## src/rtl/map_pkg.sv

```systemverilog
// Shared types and the object-priority encoder for the snake-map diff scanner.
package map_pkg;

    typedef enum logic [2:0] {
        EMPTY  = 3'd0,
        HEAD   = 3'd1,
        BODY   = 3'd2,
        APPLE  = 3'd3,
        BORDER = 3'd4
    } obj_code_t;

    typedef enum logic [1:0] {
        ST_IDLE,
        ST_SCAN,
        ST_WAIT_CMD,
        ST_FRAME_END
    } scan_state_t;

    // Border wins over everything so walls never get overdrawn by the snake.
    function automatic obj_code_t encode_obj(
        input logic i_head,
        input logic i_body,
        input logic i_apple,
        input logic i_border
    );
        if (i_border)     return BORDER;
        else if (i_head)  return HEAD;
        else if (i_body)  return BODY;
        else if (i_apple) return APPLE;
        else              return EMPTY;
    endfunction

endpackage

```

## src/rtl/map_code_ram.sv

```systemverilog
// Previous-frame code store: asynchronous read, synchronous write, no reset.
module map_code_ram #(
    parameter int DEPTH  = 192,
    parameter int CODE_W = 3,
    localparam int ADDR_W = $clog2(DEPTH)
)(
    input  logic              clk,
    input  logic              i_we,
    input  logic [ADDR_W-1:0] i_waddr,
    input  logic [CODE_W-1:0] i_wdata,
    input  logic [ADDR_W-1:0] i_raddr,
    output logic [CODE_W-1:0] o_rdata
);

    logic [CODE_W-1:0] r_mem [DEPTH];

    // NOTE: no reset on the array; the forced full redraw after reset fills it before any compare matters.
    always_ff @(posedge clk) begin
        if (i_we) r_mem[i_waddr] <= i_wdata;
    end

    assign o_rdata = r_mem[i_raddr];

endmodule

```

## src/rtl/map_diff_scanner.sv

```systemverilog
// Raster scanner that issues draw requests only for cells whose code changed since last frame.
// Optional MAP_DIFF_STATS_EN adds an update_count output with the per-frame acknowledge count.
module map_diff_scanner
    import map_pkg::*;
#(
    parameter int GRID_W = 16,
    parameter int GRID_H = 12,
    parameter int CODE_W = 3,
    localparam int X_W = $clog2(GRID_W),
    localparam int Y_W = $clog2(GRID_H)
)(
    input  logic              clk,
    input  logic              rst,
    input  logic              enable,
    input  logic              force_redraw,
    input  logic              snake_head,
    input  logic              snake_body,
    input  logic              apple,
    input  logic              border,
    input  logic              cmd_done,
    output logic [X_W-1:0]    x,
    output logic [Y_W-1:0]    y,
    output logic [CODE_W-1:0] obj_code,
    output logic              en_update,
    output logic              busy,
    output logic              init_cycle,
    output logic              frame_done
`ifdef MAP_DIFF_STATS_EN
    ,
    output logic [$clog2(GRID_W*GRID_H+1)-1:0] update_count
`endif
);

    localparam int CELLS = GRID_W * GRID_H;
    localparam int IDX_W = $clog2(CELLS);
`ifdef MAP_DIFF_STATS_EN
    localparam int CNT_W = $clog2(CELLS + 1);
`endif

    scan_state_t       r_state;
    logic [X_W-1:0]    r_x;
    logic [Y_W-1:0]    r_y;
    logic [CODE_W-1:0] r_obj_code;
    logic              r_en_update;
    logic              r_init_cycle;
    logic              r_redraw_pending;
    logic              r_frame_done;
`ifdef MAP_DIFF_STATS_EN
    logic [CNT_W-1:0]  r_ack_cnt;
    logic [CNT_W-1:0]  r_update_count;
`endif

    obj_code_t         w_code_enum;
    logic [CODE_W-1:0] w_code;
    logic [CODE_W-1:0] w_prev_code;
    logic [IDX_W-1:0]  w_idx;
    logic              w_changed;
    logic              w_x_last;
    logic              w_last_cell;
    logic [X_W-1:0]    w_x_next;
    logic [Y_W-1:0]    w_y_next;
    logic              w_we;

    assign w_code_enum = encode_obj(snake_head, snake_body, apple, border);
    assign w_code      = CODE_W'(w_code_enum);
    assign w_idx       = IDX_W'(r_y) * IDX_W'(GRID_W) + IDX_W'(r_x);
    assign w_changed   = r_init_cycle || (w_code != w_prev_code);
    assign w_x_last    = (r_x == X_W'(GRID_W - 1));
    assign w_last_cell = w_x_last && (r_y == Y_W'(GRID_H - 1));
    assign w_x_next    = w_x_last ? '0 : r_x + X_W'(1);
    assign w_y_next    = w_x_last ? r_y + Y_W'(1) : r_y;
    assign w_we        = (r_state == ST_WAIT_CMD) && cmd_done;

    map_code_ram #(
        .DEPTH  (CELLS),
        .CODE_W (CODE_W)
    ) u_ram (
        .clk     (clk),
        .i_we    (w_we),
        .i_waddr (w_idx),
        .i_wdata (r_obj_code),
        .i_raddr (w_idx),
        .o_rdata (w_prev_code)
    );

    always_ff @(posedge clk or posedge rst) begin
        if (rst) begin
            r_state          <= ST_IDLE;
            r_x              <= '0;
            r_y              <= '0;
            r_obj_code       <= '0;
            r_en_update      <= 1'b0;
            r_init_cycle     <= 1'b1;
            r_redraw_pending <= 1'b0;
            r_frame_done     <= 1'b0;
`ifdef MAP_DIFF_STATS_EN
            r_ack_cnt        <= '0;
            r_update_count   <= '0;
`endif
        end else begin
            // NOTE: defaults first, later case branches override; all state uses non-blocking updates.
            r_frame_done     <= 1'b0;
            r_redraw_pending <= r_redraw_pending | force_redraw;
            case (r_state)
                ST_IDLE: begin
                    if (enable) r_state <= ST_SCAN;
                end
                ST_SCAN: begin
                    if (w_changed) begin
                        r_obj_code  <= w_code;
                        r_en_update <= 1'b1;
                        r_state     <= ST_WAIT_CMD;
                    end else if (w_last_cell) begin
                        r_frame_done <= 1'b1;
                        r_state      <= ST_FRAME_END;
                    end else begin
                        r_x <= w_x_next;
                        r_y <= w_y_next;
                    end
                end
                ST_WAIT_CMD: begin
                    if (cmd_done) begin
                        r_en_update <= 1'b0;
`ifdef MAP_DIFF_STATS_EN
                        r_ack_cnt   <= r_ack_cnt + CNT_W'(1);
`endif
                        if (w_last_cell) begin
                            r_frame_done <= 1'b1;
                            r_state      <= ST_FRAME_END;
                        end else begin
                            r_x     <= w_x_next;
                            r_y     <= w_y_next;
                            r_state <= ST_SCAN;
                        end
                    end
                end
                ST_FRAME_END: begin
                    r_x              <= '0;
                    r_y              <= '0;
                    // A request arriving this very cycle applies to the frame now starting.
                    r_init_cycle     <= r_redraw_pending | force_redraw;
                    r_redraw_pending <= 1'b0;
`ifdef MAP_DIFF_STATS_EN
                    r_update_count   <= r_ack_cnt;
                    r_ack_cnt        <= '0;
`endif
                    r_state          <= enable ? ST_SCAN : ST_IDLE;
                end
                default: r_state <= ST_IDLE;
            endcase
        end
    end

    assign x          = r_x;
    assign y          = r_y;
    assign obj_code   = r_obj_code;
    assign en_update  = r_en_update;
    assign busy       = (r_state != ST_IDLE);
    assign init_cycle = r_init_cycle;
    assign frame_done = r_frame_done;
`ifdef MAP_DIFF_STATS_EN
    assign update_count = r_update_count;
`endif

endmodule

```

## config.mk

```make
export PLATFORM = sky130hd
export DESIGN_NAME = map_diff_scanner
export DESIGN_NICKNAME = d
export VERILOG_FILES = /design/src/rtl/map_pkg.sv /design/src/rtl/map_code_ram.sv /design/src/rtl/map_diff_scanner.sv
export SDC_FILE = /design/constraint.sdc
export NUM_CORES = 1
export LEC_CHECK = 0
export CORE_MARGIN = 3
export CORE_UTILIZATION = 49
export DETAILED_ROUTE_END_ITERATION = 10
export PLACE_DENSITY = 0.67
export SYNTH_ARGS = -nofsm -noshare
export SYNTH_HDL_FRONTEND = slang
export SYNTH_HIERARCHICAL = 1
export SYNTH_SLANG_ARGS = --single-unit
export TNS_END_PERCENT = 1
```

## constraint.sdc

```tcl
create_clock -name clk -period 3.3 [get_ports clk]
set_input_delay 0.495 -clock clk [delete_from_list [all_inputs] [get_ports clk]]
set_output_delay 0.495 -clock clk [all_outputs]
set_load 0.005 [all_outputs]
```

**Yosys cells after proc, flatten, opt, wreduce, memory -nomap -nowiden**

Memory sizes are Yosys's and may differ from the RTL's.
Cells that the tools add are included.

- Add/sub/neg operators: 3
- Equal/unequal tests: 11
- Multiplexer cells: 31
- Bitwise logic cells: 1
- Reduce and logical (&&, ||, !) cells: 11

Operators by type and width:

| cell | number |
|---|---|
| $mux 4 | 8 |
| $pmux 4 s3 | 2 |
| $mux 2 | 8 |
| $mux 1 | 9 |
| $reduce_and 3->1 | 3 |
| $add 4x1->4 const B | 2 |
| $add 8x4->8 | 1 |
| $eq 4x4->1 const B | 2 |
| $ne 2x2->1 const B | 4 |
| $pmux 2 s4 | 1 |
| $eq 2x2->1 const B | 2 |
| $pmux 1 s2 | 2 |
| $reduce_bool 2->1 | 2 |
| $mux 3 | 1 |
| $ne 3x3->1 | 1 |
| $ne 3x3->1 const B | 1 |
| $reduce_bool 3->1 | 1 |
| $eq 2x1->1 const B | 1 |
| $logic_and 1x1->1 | 2 |
| $logic_not 2->1 | 1 |
| $reduce_and 2->1 | 1 |
| $logic_or 1x1->1 | 1 |
| $or 1x1->1 | 1 |

- Flip-flop bits (word level): 17
- RAM bits: 576
- Output and inout port bits: 15
- Memories: 1

Memory list:

| memory | words | bits a word | rd ports | clocked after Yosys merged registers in | write ports | line | text |
|---|---|---|---|---|---|---|---|
| u_ram.r_mem | 192 | 3 | 1 | 0 | 1 | map_code_ram.sv:15 | `logic [CODE_W-1:0] r_mem [DEPTH];` |

**Depth between registers and ports, before layout**

Gate-level depths: netlist of run 1.

- Depth in word-level cells: 8
- Depth in mapped cells: 16
- Gate-level depth less buffers: 11

**By module**

Netlist of run 1, hierarchy kept.

Modules (own cells, without submodules):

| module | instances | cells an instance | area an instance (um2) | seq. area each (um2) |
|---|---|---|---|---|
| map_code_ram | 1 | 1,205 | 23,138.4 | 17,296.6 |
| map_diff_scanner | 1 | 113 | 1,098.6 | 426.7 |

**Least setup slack after synthesis of run 1**

No wires, ideal clock.

- Kind: flip-flop to flip-flop
- Start point: register r_x[0] (netlist: x[0])
- End point: register r_x[0] (netlist: x[0])
- Library setup time: 0.128 ns
- Arrival time: 3.380 ns
- Slack: -0.207 ns
- Stages on the path, launching flop included: 14
- Path through: dfrtp_1 buf_2 buf_4 buf_2 mux4_2 a221oi_1 o22ai_1 nor3_1 o31ai_1 xor2_1 nor2_1 o2111ai_2 a21oi_2 mux2_1

- Cells in the longest elaborated chain, start to end: 6
- Elaborated cells on any way between the ends: 14
- Those cells by class: 2 x add/sub; 3 x eq/ne; 5 x mux; 3 x reduce/logical; 1 x memory

RTL lines:

| item | line | text |
|---|---|---|
| start: declaration | map_diff_scanner.sv:41 | `logic [X_W-1:0] r_x;` |
| start signal: assignment | map_diff_scanner.sv:117 | `r_x <= w_x_next;` |
| start signal: assignment | map_diff_scanner.sv:131 | `r_x <= w_x_next;` |
| $add 8x4->8 | map_diff_scanner.sv:66 | `assign w_idx = IDX_W'(r_y) * IDX_W'(GRID_W) + IDX_W'(r_x);` |
| $mem_v2 192x3 | n/a |  |
| net w_prev_code[2] | map_diff_scanner.sv:55 | `logic [CODE_W-1:0] w_prev_code;` |
| $ne 3x3->1 | map_diff_scanner.sv:67 | `assign w_changed = r_init_cycle \|\| (w_code != w_prev_code);` |
| $logic_or 1x1->1 | map_diff_scanner.sv:67 |  |
| $ne 2x2->1 (no line) | n/a |  |
| $reduce_and 3->1 (no line) | n/a |  |

The timed path passes the listed nets, and every way through them passes these cells. The select of a mux whose other input is x is not followed.
A chain may end at the register's enable or synchronous reset.

**Worst setup path in the final report of run 1**

- Start point: register r_x[0] (netlist: x[0])
- End point: register r_state[0]

- Cells in the longest elaborated chain, start to end: 6
- Elaborated cells on any way between the ends: 10
- Those cells by class: 1 x add/sub; 3 x eq/ne; 2 x mux; 3 x reduce/logical; 1 x memory

RTL lines:

| item | line | text |
|---|---|---|
| $add 8x4->8 * | map_diff_scanner.sv:66 |  |
| $mem_v2 192x3 * | n/a |  |
| net w_prev_code[2] | map_diff_scanner.sv:55 |  |
| $ne 3x3->1 * | map_diff_scanner.sv:67 |  |
| $logic_or 1x1->1 * | map_diff_scanner.sv:67 |  |
| $mux 2 / $ne 3x3->1 (equally long branches) | n/a |  |
| $pmux 2 s4 / $reduce_and 3->1 (equally long branches) | n/a |  |
| end signal: assignment | map_diff_scanner.sv:147 | `r_state <= enable ? ST_SCAN : ST_IDLE;` |
| end: declaration | map_diff_scanner.sv:40 | `scan_state_t r_state;` |

The timed path passes the listed nets; every way through them passes the cells marked *.

==> results.py, run 1 <==
metrics = {
    "run_status": {
        "status": "finished, violations left",
        "violations": "negative setup slack",
    },
    "logic_synthesis": {
        "syn_area_sq_um": 24200,
        "synth_area_leader_cell": "edfxtp_1",
        "synthCells": 1318,
        "ys_top_cells_by_count": "576 x edfxtp_1, 208 x nor2_1, 148 x mux4_2",
        "synth_fp_nets": 1334,
        "synth.most_common_cell": "edfxtp_1",
        "ys_seq_elements": 593,
        "synth_edf_count": 576,
        "seq_area_frac_synth_pct": 73.1,
        "ys_types": 58,
        "synth_warnings": 6,
        "yosys_most_used_dff": "edfxtp_1",
        "synthTopCellsByArea": "edfxtp_1 71%, mux4_2 14%, nor2_1 3.2%",
        "synth_top_area_share_pct": 71.4,
        "syn_area_per_cell_sq_um": 18.4,
        "async_reset_ff_share_pct": 2.87,
    },
    "worst_setup_path": {
        "r2r-start": "x[0]",
        "endpoint_kind": "register",
        "start_kind": "register",
        "worst_ep_arrival_time_ps": 4430,
        "crit_fanout": 8,
        "cp.required_ps": 3840,
        "startpoint": "x[0]",
        "worst-setup-path-type": "register to register",
    },
    "job": {
        "max_cap_viol_count": 0,
    },
    "drt": {
        "drt_iter0_drc": 1372,
        "firstDrtPassIters": 5,
        "vias": 13280,
        "viasPerCell": 6.04,
        "ant_nets": 0,
        "drcViolationCount": 0,
        "wirelength_microns": 58300,
        "post_drt_wl_per_cell_microns": 26.5,
    },
    "global_routing": {
        "grt_max_degree": 188,
        "antenna_found_initial": 0,
        "grt_pass1_vias": 13386,
        "grt_overflow": 0,
        "grt_pass1_wl_microns": 87300,
        "grt.total_usage_pct": 22.4,
    },
    "timing": {
        "setup_viol": 15,
        "setup-tns-final_ps": -7760,
        "setup_slack_ps": -590,
        "relSlewSlack_pct": 43.3,
        "finalCriticalPeriod_ps": 3890,
        "hold_violations": 0,
        "min_period_over_period_pct": 118,
        "rsz0062_at_grt": "true",
        "max_freq_mhz": 257,
        "slew_viol_final": 0,
        "fin_skew_ps": 31.4,
        "worstMarginPinSlew_ps": 850,
    },
    "power": {
        "clkPwrFrac_pct": 26.7,
        "ir_worst_vdd_mv": 0.483,
        "switching_share_pct": 30.5,
        "power_mw": 24.5,
        "p_switching_mw": 7.46,
        "power_leakage_nw": 9.17,
        "cellInternalPower_mw": 17.0,
        "seqPwrFrac_pct": 39.0,
        "power.density_nw_per_um2": 856,
        "pwr-share-comb_pct": 34.4,
    },
    "finish": {
        "antenna_cells": 0,
        "final_area_sq_um": 28600,
        "areaGrowthSynthToFinish_pct": 18.1,
        "finalCoreUtilization_pct": 59.2,
        "fin_nets": 1516,
        "drive_gt1_share_pct": 29.6,
        "instances_no_fill": 2199,
    },
    "place": {
        "post_dp_cell_area_sq_um": 26300,
        "routabilityCongestion": 0.857,
        "port_buffers": 23,
        "place_inst": 2076,
        "dp.final_hpwl_microns": 37500,
    },
    "clocking": {
        "cts_tree": "built",
        "cts_buffers": 59,
        "clk_path_buf_depth": 3,
        "path_clk_slew_ps": 70,
        "root_buffer": "clkbuf_16",
        "clock_sinks": 593,
        "hold_buffers": 0,
        "clock_latency_ps": 630,
        "htree_levels": 2,
    },
    "floorplanning": {
        "dieWidth_microns": 228,
        "start_util_pct": 50.1,
        "ios": 24,
        "rows": 80,
        "core_area_sq_um": 48300,
        "dieArea_sq_um": 52200,
        "die_h_microns": 228,
    },
    "hold_path": {
        "hold_class": "input pin to asynchronous set/reset pin",
    },
}
power groups by stage:
stage          clock network [mW]  logic [mW]  registers, mW
4_1_cts                      6.65        8.11           9.54
3_5_place_dp                    0        7.75           9.70
2_1_floorplan                   0        4.34           10.1
6_report                     6.53        8.41           9.54
3_3_place_gp                    0        7.66           9.71
5_1_grt                      6.95        8.96           9.55
worst max-delay path, stage by stage (launching register included):
cell and delay, ps:
dfrtp_4 530, buf_6 150, buf_12 130, mux4_2 520
mux4_2 510, mux2_4 280, o211ai_1 250, o31ai_2 160
xor2_1 180, nor2_2 200, o2111ai_4 220, buf_6 200
or2_4 260, a32oi_1 200
layer usage:
| metal | wire length [microns] | vias to the layer above | track usage (%) |
|---|---|---|---|
| met2 | 28100 | 549 | 35.5 |
| met3 | 3670 | 105 | 3.32 |
| li1 | - | 5662 | - |
| met5 | 0 | - | 0 |
| met4 | 1850 | 0 | 7.64 |
| met1 | 24600 | 6964 | 32.2 |
kinds of logic after synthesis:
group | count (synthesis) | share of synthesized area (%)
multiplexers | 191 | 15.6
AND/OR/NAND/NOR | 334 | 5.97
adder cells (fa/ha/maj) | 7 | 0.361
XOR/XNOR | 1 | 0.0361
buffers and inverters | 89 | 1.74
AO/OA/AOI/OAI | 103 | 3.13
flip-flops | 593 | 73.1
state kept, by name, summed over array words and instances, names as in the netlist:
signal,cells
r_state,2
obj_code,3
init_cycle,1
r_redraw_pending,1
y,4
x,4
en_update,1
u_ram/r_mem,576
frame_done,1
cell type report:
class                      count  area (sq um)
fill                        3503         19700
timing repair buffer         192          1820
inverter                      18          67.6
sequential                   593         17700
multi-input combinational    636          6270
tap                          656           821
clock buffer                  65          1520
clock inverter                39           364
metrics by stage:
stage | setup WS, ps | hold slack, ps
6_report | -590 | 268
5_1_grt | -623 | 318
3_5_place_dp | -883 | 473
3_3_place_gp | -798 | 460
4_1_cts | -607 | 259
2_1_floorplan | -89.0 | 420
worst paths after layout:
check	endpoint	cells past startpoint	slack, ps
max	r_state[0]	13	-590
min	obj_code[0]	2	270
max reg2reg	r_state[0]	13	-590
min reg2reg	r_redraw_pending	2	490
max in group asynchronous	obj_code[2]	2	2550
min in group clk	r_redraw_pending	2	490
cells in the final DEF, fill, tap and decap left out, types with 8 or more instances in the layout:
master / count
a22o_1: 9
edfxtp_1: 576
mux4_2: 148
a211oi_1: 8
nand3_1: 26
a21oi_1: 8
buf_12: 19
inv_1: 16
nand2_1: 35
clkdlybuf4s50_1: 23
nand4_1: 8
mux2i_1: 28
nor2b_1: 20
dfrtp_1: 9
clkinv_2: 8
clkbuf_16: 60
buf_4: 142
clkinv_1: 15
o21ai_0: 8
nor2_1: 207
a221oi_1: 8
timing repair:
item                                   4_1_cts  5_1_grt
setup endpoints to repair                   15       15
resized for setup                           21       24
setup buffers                                9       10
endpoints found under the hold margin        0        0
pin swaps                                    9       16
cloned                                       2        0
(Power assumes the default switching activity.)
==> inputs of run 2 (changes only) <==
CORE_ASPECT_RATIO = 0.8   (was default)
CORE_MARGIN = 2   (was 3)
SETUP_SLACK_MARGIN = 0.15   (was default)
==> run 2 against run 1 <==
  * The flow still finishes with violations (negative setup slack)
  * Combinational power is 4.9% lower
  * Non-clock buffer count is 33 lower
  * Sequential power hardly changed
  * Register-to-register slack better by 30 ps
  * Clock skew is 5.3 ps lower
  * Power is 2.9% lower
  * Setup slack better by 34 ps
  * Sequential share of layout area is 1.1 points higher
  * Final area is 1.8% lower
  * Clock-buffer cell count is 2 lower
  * Highest routed layer unchanged
==> results.py, run 2 (synthesis results as in run 1) <==
metrics = {
    "drt": {
        "ant_nets": 0,
        "viasPerCell": 6.16,
        "vias": 13122,
        "drcViolationCount": 0,
        "post_drt_wl_per_cell_microns": 26.5,
        "drt_iter0_drc": 1510,
        "firstDrtPassIters": 4,
        "wirelength_microns": 56600,
    },
    "run_status": {
        "status": "finished, violations left",
        "violations": "negative setup slack",
    },
    "worst_setup_path": {
        "worst-setup-path-type": "register to register",
        "worst_ep_arrival_time_ps": 4350,
        "critical_path.slowest_cell": "dfrtp_4",
        "path_delay_family": "multiplexers",
        "endpoint_kind": "register",
        "crit_buf_inv": 3,
        "worst-r2r-cell-count": 13,
        "cp.depth": 13,
        "cp_slowest_stage_delay_ps": 530,
        "crit_fanout": 12,
        "cp.required_ps": 3800,
        "start_kind": "register",
        "path_cells": "buf_12 > buf_12 > mux4_2 > mux4_2 > mux2_4 > o211ai_1 > o31ai_2 > xor2_1 > nor2_2 > o2111ai_4 > buf_6 > or2_4 > a21oi_1",
    },
    "global_routing": {
        "grt_pass1_wl_microns": 84900,
        "grt_max_degree": 171,
        "grt_pass1_vias": 13057,
        "antenna_found_initial": 0,
        "grt.total_usage_pct": 22.4,
        "grt_overflow": 0,
    },
    "floorplanning": {
        "dieArea_sq_um": 51300,
        "dieWidth_microns": 253,
        "ios": 24,
        "core_area_sq_um": 48600,
        "rows": 72,
        "start_util_pct": 49.9,
        "die_h_microns": 203,
    },
    "finish": {
        "areaGrowthSynthToFinish_pct": 16.0,
        "final_area_sq_um": 28100,
        "final_common_cell": "edfxtp_1",
        "fin_nets": 1478,
        "regMostFlops": "u_ram/r_mem",
        "antenna_cells": 0,
        "drive_gt1_share_pct": 27.3,
        "mostFrequentLayoutCells": "576 x edfxtp_1, 207 x nor2_1, 148 x mux4_2",
        "largest_reg_flops": 576,
        "instances_no_fill": 2131,
        "nFillCells": 3571,
        "finalCoreUtilization_pct": 57.9,
    },
    "power": {
        "power.density_nw_per_um2": 846,
        "p_switching_mw": 7.29,
        "power_leakage_nw": 8.91,
        "clkPwrFrac_pct": 26.2,
        "cellInternalPower_mw": 16.5,
        "seqPwrFrac_pct": 40.2,
        "pwr-share-comb_pct": 33.6,
        "ir_worst_vdd_mv": 1.45,
        "power_mw": 23.8,
        "switching_share_pct": 30.7,
    },
    "timing": {
        "timing.hold.ws_ps": 306,
        "max_freq_mhz": 259,
        "hold_violations": 0,
        "worstMarginPinSlew_ps": 823,
        "finalCriticalPeriod_ps": 3860,
        "setup_viol": 15,
        "rsz0062_at_grt": "true",
        "fin_skew_ps": 26.0,
        "slew_viol_final": 0,
        "setup-tns-final_ps": -7410,
        "setup_slack_ps": -556,
        "min_period_over_period_pct": 117,
        "relSlewSlack_pct": 45.1,
    },
    "place": {
        "place_inst": 2032,
        "dp.final_hpwl_microns": 37100,
        "port_buffers": 23,
        "routabilityCongestion": 0.885,
        "post_dp_cell_area_sq_um": 26200,
        "post-place-ws_ps": -708,
    },
    "clocking": {
        "root_buffer": "clkbuf_16",
        "clock_sinks": 593,
        "clk_path_buf_depth": 3,
        "cts_buffers": 54,
        "cts_tree": "built",
        "path_clk_slew_ps": 60,
        "htree_levels": 2,
        "clock_latency_ps": 600,
    },
    "job": {
        "max_cap_viol_count": 0,
    },
    "hold_path": {
        "hold_class": "input pin to asynchronous set/reset pin",
    },
}
run 2: cell types whose count changed in the layout (fill, tap and decap cells not counted), sizes merged:
cell,delta
clkinv,-8
inv,+2
buf,-32
clkbuf,-2
bufbuf,-1
run 2: path summary, 6_finish.rpt:
check / startpoint / end / slack (ps)
worst max register to register: x[0] / frame_done / -560
worst max-delay path: x[0] / frame_done / -560
max in group asynchronous: rst / x[0] / 2470
worst min-delay path: rst / r_redraw_pending / 310
worst min register to register: r_redraw_pending / r_redraw_pending / 480
min in group clk: r_redraw_pending / r_redraw_pending / 480
run 2: worst reg2reg max path: stages, from the launching register on:
cell	delay [ps]
dfrtp_4	530
buf_12	150
buf_12	150
mux4_2	540
mux4_2	500
mux2_4	280
o211ai_1	270
o31ai_2	170
xor2_1	190
nor2_2	190
o2111ai_4	180
buf_6	180
or2_4	240
a21oi_1	190
run 2: timing repair:
action | CTS | global route
gates resized for setup | 14 | 12
pin swaps | 4 | 5
endpoints found under the setup margin | 15 | 15
setup buffers | 2 | 1
hold buffers | 0 | 0
run 2: area by class of cell:
type | instances | area [sq um] | area share [%]
clock inverters | 33 | 340 | 1.21
well taps | 629 | 787 | 2.80
multi-input cells | 636 | 6210 | 22.1
clock buffers | 63 | 1410 | 5.00
flip-flops and latches | 593 | 17700 | 63.1
repair buffers | 159 | 1550 | 5.53
inverters | 18 | 67.6 | 0.240
run 2: layer usage:
metal / global-route usage (%) / part of all wire [%] / vias to the layer above
met2: 32.8 / 45 / 620
li1: - / - / 5595
met5: 0 / 0 / -
met4: 5.58 / 2.2 / 0
met3: 5.40 / 10 / 88
met1: 34.1 / 43 / 6819
run 2: power by group through the flow:
| stage | logic, mW | clock network (mW) | registers, mW |
|---|---|---|---|
| global route | 8.51 | 6.63 | 9.57 |
| finish | 8.00 | 6.23 | 9.55 |
| floorplan | 4.34 | 0 | 10.1 |
| global placement | 7.62 | 0 | 9.71 |
| detailed placement | 7.70 | 0 | 9.72 |
| CTS | 7.90 | 6.34 | 9.55 |
==> inputs of run 3 (changes only) <==
SLEW_MARGIN = 20   (was default)
==> results of run 3 <==
Final layout, timing and power as in run 2 (identical DEF).
